==> src/rtl/fir_pkg.sv <==
// Shared constants and types for the FIR tap-coefficient BRAM access path.
package fir_pkg;

    localparam int NUM_TAPS     = 11;
    localparam int ADDR_WIDTH   = 12;
    localparam int DATA_WIDTH   = 32;
    localparam int STARVE_MAX   = 4;
    localparam int STARVE_WIDTH = $clog2(STARVE_MAX + 1);

    typedef enum logic [1:0] {
        TAG_NONE = 2'd0,
        TAG_CFG  = 2'd1,
        TAG_ENG  = 2'd2,
        TAG_OOR  = 2'd3
    } tag_e;

    typedef enum logic {
        S_IDLE  = 1'b0,
        S_CLEAR = 1'b1
    } state_e;

    function automatic logic addr_in_range(input logic [ADDR_WIDTH-1:0] addr);
        return (addr < ADDR_WIDTH'(NUM_TAPS));
    endfunction

endpackage

==> src/rtl/tap_bram_arbiter_if.sv <==
// Request/grant/read-return bundle for the cfg (AXI-Lite) and FIR engine requesters.
interface tap_bram_arbiter_if;
    import fir_pkg::*;

    logic                  cfg_req;
    logic                  cfg_we;
    logic [ADDR_WIDTH-1:0] cfg_addr;
    logic [DATA_WIDTH-1:0] cfg_wdata;
    logic                  cfg_gnt;
    logic                  cfg_rvalid;
    logic [DATA_WIDTH-1:0] cfg_rdata;

    logic                  eng_busy;
    logic                  eng_req;
    logic [ADDR_WIDTH-1:0] eng_addr;
    logic                  eng_gnt;
    logic                  eng_rvalid;
    logic [DATA_WIDTH-1:0] eng_rdata;

    modport master (
        output cfg_req, cfg_we, cfg_addr, cfg_wdata,
        input  cfg_gnt, cfg_rvalid, cfg_rdata,
        output eng_busy, eng_req, eng_addr,
        input  eng_gnt, eng_rvalid, eng_rdata
    );

    modport slave (
        input  cfg_req, cfg_we, cfg_addr, cfg_wdata,
        output cfg_gnt, cfg_rvalid, cfg_rdata,
        input  eng_busy, eng_req, eng_addr,
        output eng_gnt, eng_rvalid, eng_rdata
    );

endinterface

==> src/rtl/tap_bram_arbiter.sv <==
// Single-port tap BRAM arbiter: engine-priority arbitration with cfg anti-starvation,
// hardware tap clear, and tag-based routing of registered read data.
module tap_bram_arbiter
    import fir_pkg::*;
(
    input  logic                  axis_clk,
    input  logic                  axis_rst_n,
    tap_bram_arbiter_if.slave     bus,
    input  logic                  clr_start,
    output logic                  clr_busy,
    output logic                  tap_WE,
    output logic                  tap_EN,
    output logic [ADDR_WIDTH-1:0] tap_A,
    output logic [DATA_WIDTH-1:0] tap_Di,
    input  logic [DATA_WIDTH-1:0] tap_Do
);

    localparam logic [ADDR_WIDTH-1:0]   LAST_ADDR  = ADDR_WIDTH'(NUM_TAPS - 1);
    localparam logic [STARVE_WIDTH-1:0] STARVE_LIM = STARVE_WIDTH'(STARVE_MAX);

    state_e                  state_r;
    state_e                  state_nxt_s;
    logic [ADDR_WIDTH-1:0]   clr_addr_r;
    logic [ADDR_WIDTH-1:0]   clr_addr_nxt_s;
    logic [STARVE_WIDTH-1:0] starve_r;
    logic [STARVE_WIDTH-1:0] starve_nxt_s;
    tag_e                    tag_r;
    tag_e                    tag_nxt_s;
    logic                    tag_eng_r;
    logic                    tag_eng_nxt_s;
    logic                    cfg_ok_s;
    logic                    cfg_in_range_s;
    logic                    eng_in_range_s;

    // State, clear pointer, starvation counter and read tag registers
    always_ff @(posedge axis_clk or negedge axis_rst_n) begin
        if (!axis_rst_n) begin
            state_r    <= S_IDLE;
            clr_addr_r <= '0;
            starve_r   <= '0;
            tag_r      <= TAG_NONE;
            tag_eng_r  <= 1'b0;
        end else begin
            state_r    <= state_nxt_s;
            clr_addr_r <= clr_addr_nxt_s;
            starve_r   <= starve_nxt_s;
            tag_r      <= tag_nxt_s;
            tag_eng_r  <= tag_eng_nxt_s;
        end
    end

    // Arbitration, BRAM port drive and next-state; everything held at 0 while in reset
    always_comb begin
        state_nxt_s    = state_r;
        clr_addr_nxt_s = clr_addr_r;
        starve_nxt_s   = starve_r;
        tag_nxt_s      = TAG_NONE;
        tag_eng_nxt_s  = 1'b0;
        bus.cfg_gnt    = 1'b0;
        bus.eng_gnt    = 1'b0;
        clr_busy       = 1'b0;
        tap_WE         = 1'b0;
        tap_EN         = 1'b0;
        tap_A          = '0;
        tap_Di         = '0;
        // A cfg write must never land while the engine is streaming taps
        cfg_ok_s       = bus.cfg_req && !(bus.cfg_we && bus.eng_busy);
        cfg_in_range_s = addr_in_range(bus.cfg_addr);
        eng_in_range_s = addr_in_range(bus.eng_addr);
        if (!axis_rst_n) begin
            state_nxt_s = S_IDLE;
        end else begin
            case (state_r)
                S_IDLE: begin
                    if (cfg_ok_s && (starve_r == STARVE_LIM)) begin
                        bus.cfg_gnt = 1'b1;
                    end else if (bus.eng_req) begin
                        bus.eng_gnt = 1'b1;
                    end else if (cfg_ok_s) begin
                        bus.cfg_gnt = 1'b1;
                    end else begin
                        bus.cfg_gnt = 1'b0;
                    end

                    if (bus.cfg_gnt) begin
                        tap_A  = bus.cfg_addr;
                        tap_EN = cfg_in_range_s;
                        tap_WE = bus.cfg_we && cfg_in_range_s;
                        tap_Di = bus.cfg_we ? bus.cfg_wdata : '0;
                        if (!bus.cfg_we) begin
                            tag_nxt_s = cfg_in_range_s ? TAG_CFG : TAG_OOR;
                        end else begin
                            tag_nxt_s = TAG_NONE;
                        end
                    end else if (bus.eng_gnt) begin
                        tap_A         = bus.eng_addr;
                        tap_EN        = eng_in_range_s;
                        tag_nxt_s     = eng_in_range_s ? TAG_ENG : TAG_OOR;
                        tag_eng_nxt_s = 1'b1;
                    end else begin
                        tag_nxt_s = TAG_NONE;
                    end

                    if (!bus.cfg_req || bus.cfg_gnt) begin
                        starve_nxt_s = '0;
                    end else if (cfg_ok_s && (starve_r != STARVE_LIM)) begin
                        starve_nxt_s = starve_r + STARVE_WIDTH'(1);
                    end else begin
                        starve_nxt_s = starve_r;
                    end

                    if (clr_start && !bus.cfg_gnt && !bus.eng_gnt) begin
                        state_nxt_s    = S_CLEAR;
                        clr_addr_nxt_s = '0;
                    end else begin
                        state_nxt_s = S_IDLE;
                    end
                end
                S_CLEAR: begin
                    clr_busy = 1'b1;
                    tap_WE   = 1'b1;
                    tap_EN   = 1'b1;
                    tap_A    = clr_addr_r;
                    if (clr_addr_r == LAST_ADDR) begin
                        state_nxt_s    = S_IDLE;
                        clr_addr_nxt_s = '0;
                    end else begin
                        clr_addr_nxt_s = clr_addr_r + ADDR_WIDTH'(1);
                    end
                    if (!bus.cfg_req) begin
                        starve_nxt_s = '0;
                    end else begin
                        starve_nxt_s = starve_r;
                    end
                end
                default: begin
                    state_nxt_s = S_IDLE;
                end
            endcase
        end
    end

    // Route the BRAM's registered read data to the requester captured in the tag
    always_comb begin
        bus.cfg_rvalid = 1'b0;
        bus.cfg_rdata  = '0;
        bus.eng_rvalid = 1'b0;
        bus.eng_rdata  = '0;
        case (tag_r)
            TAG_CFG: begin
                bus.cfg_rvalid = 1'b1;
                bus.cfg_rdata  = tap_Do;
            end
            TAG_ENG: begin
                bus.eng_rvalid = 1'b1;
                bus.eng_rdata  = tap_Do;
            end
            TAG_OOR: begin
                if (tag_eng_r) begin
                    bus.eng_rvalid = 1'b1;
                end else begin
                    bus.cfg_rvalid = 1'b1;
                end
            end
            TAG_NONE: begin
                bus.cfg_rvalid = 1'b0;
            end
            default: begin
                bus.cfg_rvalid = 1'b0;
            end
        endcase
    end

endmodule
==> src/flat_wrapper.sv <==
// flat-port wrapper written by rule: the top's interface ports become plain ports
module tap_bram_arbiter_flat import fir_pkg::*;
  (axis_clk, axis_rst_n, clr_start, clr_busy, tap_WE, tap_EN, tap_A, tap_Di, tap_Do, bus_cfg_req, bus_cfg_we, bus_cfg_addr, bus_cfg_wdata, bus_cfg_gnt, bus_cfg_rvalid, bus_cfg_rdata, bus_eng_busy, bus_eng_req, bus_eng_addr, bus_eng_gnt, bus_eng_rvalid, bus_eng_rdata);
  tap_bram_arbiter_if bus_i ();
  input  logic axis_clk;
  input  logic axis_rst_n;
  input  logic clr_start;
  output logic clr_busy;
  output logic tap_WE;
  output logic tap_EN;
  output logic [ADDR_WIDTH-1:0] tap_A;
  output logic [DATA_WIDTH-1:0] tap_Di;
  input  logic [DATA_WIDTH-1:0] tap_Do;
  input wire logic [$bits(bus_i.cfg_req)-1:0] bus_cfg_req;
  input wire logic [$bits(bus_i.cfg_we)-1:0] bus_cfg_we;
  input wire logic [$bits(bus_i.cfg_addr)-1:0] bus_cfg_addr;
  input wire logic [$bits(bus_i.cfg_wdata)-1:0] bus_cfg_wdata;
  output wire logic [$bits(bus_i.cfg_gnt)-1:0] bus_cfg_gnt;
  output wire logic [$bits(bus_i.cfg_rvalid)-1:0] bus_cfg_rvalid;
  output wire logic [$bits(bus_i.cfg_rdata)-1:0] bus_cfg_rdata;
  input wire logic [$bits(bus_i.eng_busy)-1:0] bus_eng_busy;
  input wire logic [$bits(bus_i.eng_req)-1:0] bus_eng_req;
  input wire logic [$bits(bus_i.eng_addr)-1:0] bus_eng_addr;
  output wire logic [$bits(bus_i.eng_gnt)-1:0] bus_eng_gnt;
  output wire logic [$bits(bus_i.eng_rvalid)-1:0] bus_eng_rvalid;
  output wire logic [$bits(bus_i.eng_rdata)-1:0] bus_eng_rdata;
  assign bus_i.cfg_req = bus_cfg_req;
  assign bus_i.cfg_we = bus_cfg_we;
  assign bus_i.cfg_addr = bus_cfg_addr;
  assign bus_i.cfg_wdata = bus_cfg_wdata;
  assign bus_cfg_gnt = bus_i.cfg_gnt;
  assign bus_cfg_rvalid = bus_i.cfg_rvalid;
  assign bus_cfg_rdata = bus_i.cfg_rdata;
  assign bus_i.eng_busy = bus_eng_busy;
  assign bus_i.eng_req = bus_eng_req;
  assign bus_i.eng_addr = bus_eng_addr;
  assign bus_eng_gnt = bus_i.eng_gnt;
  assign bus_eng_rvalid = bus_i.eng_rvalid;
  assign bus_eng_rdata = bus_i.eng_rdata;
  tap_bram_arbiter u_core (.axis_clk(axis_clk), .axis_rst_n(axis_rst_n), .bus(bus_i), .clr_start(clr_start), .clr_busy(clr_busy), .tap_WE(tap_WE), .tap_EN(tap_EN), .tap_A(tap_A), .tap_Di(tap_Di), .tap_Do(tap_Do));
endmodule
==> config.mk <==
export PLATFORM = sky130hd
export DESIGN_NAME = tap_bram_arbiter_flat
export DESIGN_NICKNAME = d
export VERILOG_FILES = /design/src/rtl/fir_pkg.sv /design/src/rtl/tap_bram_arbiter_if.sv /design/src/rtl/tap_bram_arbiter.sv /design/src/flat_wrapper.sv
export SDC_FILE = /design/constraint.sdc
export NUM_CORES = 1
export LEC_CHECK = 0
export ABC_AREA = 1
export CAP_MARGIN = 20
export CORE_MARGIN = 2
export CORE_UTILIZATION = 28
export DETAILED_ROUTE_END_ITERATION = 10
export GPL_ROUTABILITY_DRIVEN = 0
export PLACE_DENSITY = 0.86
export SKIP_CTS_REPAIR_TIMING = 1
export SLEW_MARGIN = 20
export SYNTH_ARGS = -nofsm -noshare
export SYNTH_HDL_FRONTEND = slang
export SYNTH_SLANG_ARGS = --single-unit
export TNS_END_PERCENT = 10
==> constraint.sdc <==
create_clock -name axis_clk -period 1.5 [get_ports axis_clk]
set_clock_uncertainty 0.2 [all_clocks]
set_input_delay 0.15 -clock axis_clk [delete_from_list [all_inputs] [get_ports axis_clk]]
set_output_delay 0.15 -clock axis_clk [all_outputs]
set_load 0.03 [all_outputs]
==> results of run 1 <==
[layer usage]
layer  share of wire [%]  track usage (%)  vias up
li1                    -                -     1777
met1                  35            24.76     1729
met2                  53            43.31      198
met3                 7.5            2.685       41
met4                 3.7            7.475        0
met5                   0                0        -
[flip-flops by register name, indices dropped and copies added (netlist names)]
| register | flops |
|---|---|
| u_core.tag_r | 2 |
| u_core.tag_eng_r | 1 |
| u_core.clr_addr_r | 12 |
| u_core.state_r | 1 |
| u_core.starve_r | 3 |
[through the flow]
stage / TNS (ns) / cell area, um2
2_1_floorplan: -7.973 / 2656
3_3_place_gp: -23.23 / 4989
3_5_place_dp: -25.18 / 4989
4_1_cts: -37.20 / 5034
5_1_grt: -45.70 / 5625
6_report: -38.84 / 5625
[power by group through the flow]
| stage | logic (W) | clock network (W) | registers (W) |
|---|---|---|---|
| global placement | 0.00153 | 0 | 0.000612 |
| detailed placement | 0.00157 | 0 | 0.000614 |
| global route | 0.00186 | 0.000408 | 0.000616 |
| CTS | 0.00157 | 0.000384 | 0.000605 |
| finish | 0.00176 | 0.000399 | 0.000615 |
| floorplan | 0.000809 | 0 | 0.000612 |
[path summary, 6_finish.rpt]
check,from,to,slack [ns],cells past startpoint
max in group asynchronous,axis_rst_n,u_core.clr_addr_r[3],0.38,3
max,u_core.starve_r[1],tap_A[6],-0.67,9
max reg2reg,u_core.starve_r[1],u_core.tag_r[1],-0.40,10
min reg2reg,u_core.clr_addr_r[10],u_core.clr_addr_r[10],0.37,2
min,axis_rst_n,u_core.tag_eng_r,0.24,4
min in group asynchronous,axis_rst_n,u_core.clr_addr_r[1],0.33,3
[layout make-up]
type	instances	share of cell area, %
clock buffers	4	0.8007
inverters	58	3.870
multi-input cells	317	36.17
flip-flops and latches	19	8.496
well taps	102	2.269
repair buffers	270	48.40
[critical path, cell delays in order (launching register included)]
cell	delay [ns]
dfrtp_1	0.40
inv_2	0.08
ha_4	0.14
a21oi_2	0.06
nor2_4	0.19
buf_6	0.15
clkbuf_16	0.16
nand2_4	0.05
a31oi_4	0.16
buf_6	0.15
[cells in the final DEF, fill, tap and decap left out, types with 2 or more instances in the layout]
| master | netlist | layout |
|---|---|---|
| nand3_2 | 0 | 2 |
| clkbuf_8 | 0 | 3 |
| nor2_4 | 3 | 34 |
| inv_1 | 53 | 47 |
| a31oi_4 | 0 | 12 |
| clkdlybuf4s50_1 | 0 | 93 |
| dfrtp_2 | 0 | 2 |
| nand2_1 | 109 | 92 |
| dlygate4sd3_1 | 0 | 3 |
| nand2_4 | 0 | 7 |
| inv_2 | 4 | 11 |
| clkbuf_16 | 0 | 4 |
| dfrtp_1 | 19 | 17 |
| buf_4 | 2 | 91 |
| nor2_2 | 0 | 20 |
| nand2_2 | 3 | 13 |
| o21ai_0 | 17 | 17 |
| buf_6 | 1 | 68 |
| nand3_1 | 15 | 13 |
| buf_12 | 0 | 10 |
| o21ai_1 | 8 | 8 |
| a21oi_1 | 4 | 3 |
| nand4_1 | 4 | 4 |
| nor2_1 | 120 | 69 |
| xor2_1 | 3 | 3 |
| ha_1 | 4 | 3 |
| o22ai_1 | 4 | 4 |
[synthesized netlist by cell type]
library cell	n	area, um2
nor3b_2	1	12.51
clkinv_1	1	3.750
nor3_2	1	10.01
nand4_1	4	25.02
nor2_4	3	33.78
a21oi_2	1	8.760
nor4_1	2	12.51
nand3b_1	1	7.510
inv_1	53	198.9
ha_1	4	50.05
a21oi_1	4	20.02
o21bai_1	1	7.510
nor2_1	120	450.4
inv_2	4	15.01
a31oi_1	12	75.07
clkbuf_1	8	30.03
o21ai_1	8	40.04
dfrtp_1	19	475.5
nand2_1	109	409.1
nand3_1	15	75.07
xnor2_1	1	8.760
o21ai_0	17	85.08
buf_4	2	15.01
buf_1	1	3.750
a21boi_2	1	11.26
nand2_2	3	18.77
o22ai_1	4	25.02
buf_6	1	11.26
buf_2	6	30.03
xor2_1	3	26.28
and2_1	1	6.260
[logic make-up after synthesis]
group           share of synthesized area, %
fa+ha+maj                              2.273
compound gates                         12.39
buf+inv                                13.98
xor+xnor                               1.591
simple gates                           48.18
flops                                  21.59
==> flow_summary.toml, run 1 <==
[clock_tree]
clock_latency_ns = 0.27
cts-htree-levels = 1
cts.clk_slew.worst_paths_ns = 0.08
cts_tree = "done"
clockBufferDepth = 2
cts_root_buf = "clkbuf_8"
numCtsBuffers = 3
clock_sinks = 19

[routing]
drc = 0
wire_per_inst_um = 15.90
drtPass1Iterations = 4
vias_per_cell = 4.864
drtAntennaViolNets = 0
totalWireLength_um = 12250
drtIter0Drc = 116
via_count = 3745

[power_and_ir_drop]
clkPwrFrac_pct = 14.4
netSwitchingFraction_pct = 43.42
share_comb_of_total_power_pct = 63.5
p_total_w = 0.002776
power_switching_w = 0.001205
intPower_w = 0.001571
cellLeakagePower_nw = 2.599
max-vdd-ir-drop_mv = 0.5486
powerDensity_nw_per_um2 = 493.4
seq_power_share_pct = 22.2

[yosys]
syn_inst = 411
synth_area_per_cell_um2 = 5.358
ys_ff_latch = 19
ys_warn_count = 0
yosysSeqAreaShare_pct = 21.59
mappedNetlistArea_um2 = 2202
yosysUniqueCellTypes = 31
syn_nets = 510

[grt]
grt_pass1_wl_um = 15590
first_global_vias = 3368
grt_overflow_total = 0
track_usage_pct = 22.26
antenna_found_initial = 0
grt_max_degree = 36

[placed_design]
dp_hpwl_um = 8864
io_buffers = 209
dp.cells = 755
post-place-ws_ns = -0.5258

[timing]
fin_crit_sh_pct = 144.6
rsz0062_at_grt = "true"
setup_viol = 125
setup_ws_ns = -0.6686
hold_viol = 0
slew_headroom_pct = 74.38
whs_ns = 0.2363
tightestPinTransition_ns = 0.3803
max_clock_freq_mhz = 461.1
period_needed_ns = 2.169
final_max_slew_viol_count = 0

[run_status]
violations = "setup timing"
status = "complete, but fails checks"

[layout]
area_growth_pct = 155.5
stdcell_count = 770
diodes = 0
layout.area.seq_um2 = 478.0
nets = 768
drive_above_1_share_pct = 42.66
multiInputGateArea_um2 = 2034
postLayoutCoreUtil_pct = 73.18
n_fill_cell = 528

[job]
cap_violations = 0

[die]
initial_core_util_pct = 28.65
fp.dieH_um = 92.69
pin_count = 210
die_w_um = 92.69
rows = 32
dieArea_um2 = 8591
coreArea_um2 = 7687

[setup_path]
end_kind = "primary output"
critPathMaxFanout = 8
arrival_ns = 1.82
critPathLaunchType = "flop"
critical_path_class = "flop to primary output"
critPathRequiredTime_ns = 1.15

[min_path]
min_path_type = "input port to flop"
Power figures use the tool's default switching activity.
==> run 2, diff against run 1 <==
--- a/config.mk
+++ b/config.mk
@@ -13,7 +13,7 @@
 export GPL_ROUTABILITY_DRIVEN = 0
 export PLACE_DENSITY = 0.86
 export SKIP_CTS_REPAIR_TIMING = 1
-export SLEW_MARGIN = 20
+export SLEW_MARGIN = 10
 export SYNTH_ARGS = -nofsm -noshare
 export SYNTH_HDL_FRONTEND = slang
 export SYNTH_SLANG_ARGS = --single-unit
==> results of run 2 <==
The final DEF is identical to that of run 1; final timing and power are the same.
==> run 3, diff against run 2 <==
--- a/config.mk
+++ b/config.mk
@@ -9,6 +9,7 @@
 export CAP_MARGIN = 20
 export CORE_MARGIN = 2
 export CORE_UTILIZATION = 28
+export CTS_BUF_LIST = sky130_fd_sc_hd__clkbuf_4 sky130_fd_sc_hd__clkbuf_8 sky130_fd_sc_hd__clkbuf_16
 export DETAILED_ROUTE_END_ITERATION = 10
 export GPL_ROUTABILITY_DRIVEN = 0
 export PLACE_DENSITY = 0.86
==> flow_summary.toml, run 3 (synthesized netlist as in run 1, its figures left out) <==
[routing]
drtPass1Iterations = 5
wire_per_inst_um = 15.50
drc = 0
totalWireLength_um = 11930
via_count = 3704
drtIter0Drc = 135
vias_per_cell = 4.810
drtAntennaViolNets = 0

[placed_design]
post-place-ws_ns = -0.5258
placed_area_um2 = 4989
dp_hpwl_um = 8864
io_buffers = 209
dp.cells = 755

[grt]
track_usage_pct = 22.26
grt_pass1_wl_um = 15630
grt_overflow_total = 0
met2_usage_pct = 43.37
busiest_layer = "met2"
gr-usage-met3_pct = 2.685
first_global_vias = 3381
met1_usage_pct = 24.71
antenna_found_initial = 0
grt_max_degree = 36

[clock_tree]
cts_root_buf = "clkbuf_8"
cts_tree = "done"
cts-htree-levels = 1
clock_latency_ns = 0.27
numCtsBuffers = 3
clock_sinks = 19
clockBufferDepth = 2
cts.clk_slew.worst_paths_ns = 0.07

[timing]
period_needed_ns = 2.153
final_max_slew_viol_count = 0
rsz0062_at_grt = "true"
max_clock_freq_mhz = 464.4
slew_headroom_pct = 74.90
setup_viol = 126
setup_ws_ns = -0.6532
finalSetupTns_ns = -37.26
tightestPinTransition_ns = 0.3725
fin_crit_sh_pct = 143.5
hold_viol = 0

[setup_path]
slowest_stage = "dfrtp_1"
critPathMaxStageDelay_ns = 0.40
end_kind = "primary output"
critPathMaxFanout = 8
path_delay_family = "buffers and inverters"
arrival_ns = 1.80
cp_num_buf_inv = 4
critPathLaunchType = "flop"
critPathRequiredTime_ns = 1.15
path_cells = "inv_2 > ha_4 > a21oi_2 > nor2_4 > buf_12 > clkbuf_16 > nand2_4 > a31oi_4 > buf_6"
critical_path_class = "flop to primary output"

[layout]
drive_above_1_share_pct = 43.26
largestRegisters = "u_core.clr_addr_r: 12 flops, u_core.starve_r: 3 flops, u_core.tag_r: 2 flops"
nets = 768
n_fill_cell = 535
area_growth_pct = 156.0
diodes = 0
regMostFlops = "u_core.clr_addr_r"
fin_area_um2 = 5638
final_cell_mix = "clkdlybuf4s50_1, buf_4, nand2_1, nor2_1, buf_6"
largest_register_ffs = 12
stdcell_count = 770
postLayoutCoreUtil_pct = 73.34

[die]
coreArea_um2 = 7687
pin_count = 210
initial_core_util_pct = 28.65
dieArea_um2 = 8591
fp.dieH_um = 92.69
die_w_um = 92.69
rows = 32

[job]
cap_violations = 0

[power_and_ir_drop]
netSwitchingFraction_pct = 42.63
cellLeakagePower_nw = 2.595
seq_power_share_pct = 22.0
clkPwrFrac_pct = 14.3
power_switching_w = 0.001187
max-vdd-ir-drop_mv = 0.5403
powerDensity_nw_per_um2 = 493.8
intPower_w = 0.001597
share_comb_of_total_power_pct = 63.7

[min_path]
min_path_type = "input port to flop"

[run_status]
status = "complete, but fails checks"
violations = "setup timing"
[run 3: power groups by stage]
stage	clock (W)	sequential, W	combinational [W]
after floorplan	0	0.000612	0.000809
after global placement	0	0.000612	0.00153
after detailed placement	0	0.000614	0.00157
after CTS	0.000402	0.000605	0.00157
after global routing	0.000424	0.000616	0.00187
final	0.000397	0.000614	0.00177
[run 3: tightest hold or removal path, cell delays in order]
cell and delay (ns):
dlymetal6s2s_1 0.18, inv_2 0.10, buf_4 0.16, nor4_1 0.07
[run 3: area by class of cell]
class,instances,area (um2),share of cell area (%)
inverter,58,217.7,3.862
timing repair buffer,270,2724,48.31
tap,102,127.6,2.264
clock buffer,4,48.80,0.8655
multi-input combinational,317,2042,36.22
sequential,19,478.0,8.478
[run 3: final timing paths]
path,depth (start not counted),endpoint,slack [ns],from
min reg2reg,2,u_core.clr_addr_r[10],0.39,u_core.clr_addr_r[10]
max,9,tap_A[6],-0.65,u_core.starve_r[1]
max reg2reg,10,u_core.tag_r[1],-0.40,u_core.starve_r[1]
min,4,u_core.tag_eng_r,0.24,axis_rst_n
max in group asynchronous,3,u_core.clr_addr_r[3],0.35,axis_rst_n
min in group asynchronous,3,u_core.clr_addr_r[0],0.35,axis_rst_n
[run 3: per-layer routing]
metal / up-vias / routed length [um]
li1: 1778 / -
met4: 0 / 388
met5: - / 0
met2: 187 / 6404
met1: 1706 / 4285
met3: 33 / 854
[run 3: stage by stage]
stage / total power (W) / hold WS [ns]
after floorplan: 0.001420 / -0.3456
after global placement: 0.002138 / 0.3372
after detailed placement: 0.002181 / 0.3538
after CTS: 0.002580 / 0.08831
after global routing: 0.002912 / 0.2566
final: 0.002784 / 0.2373
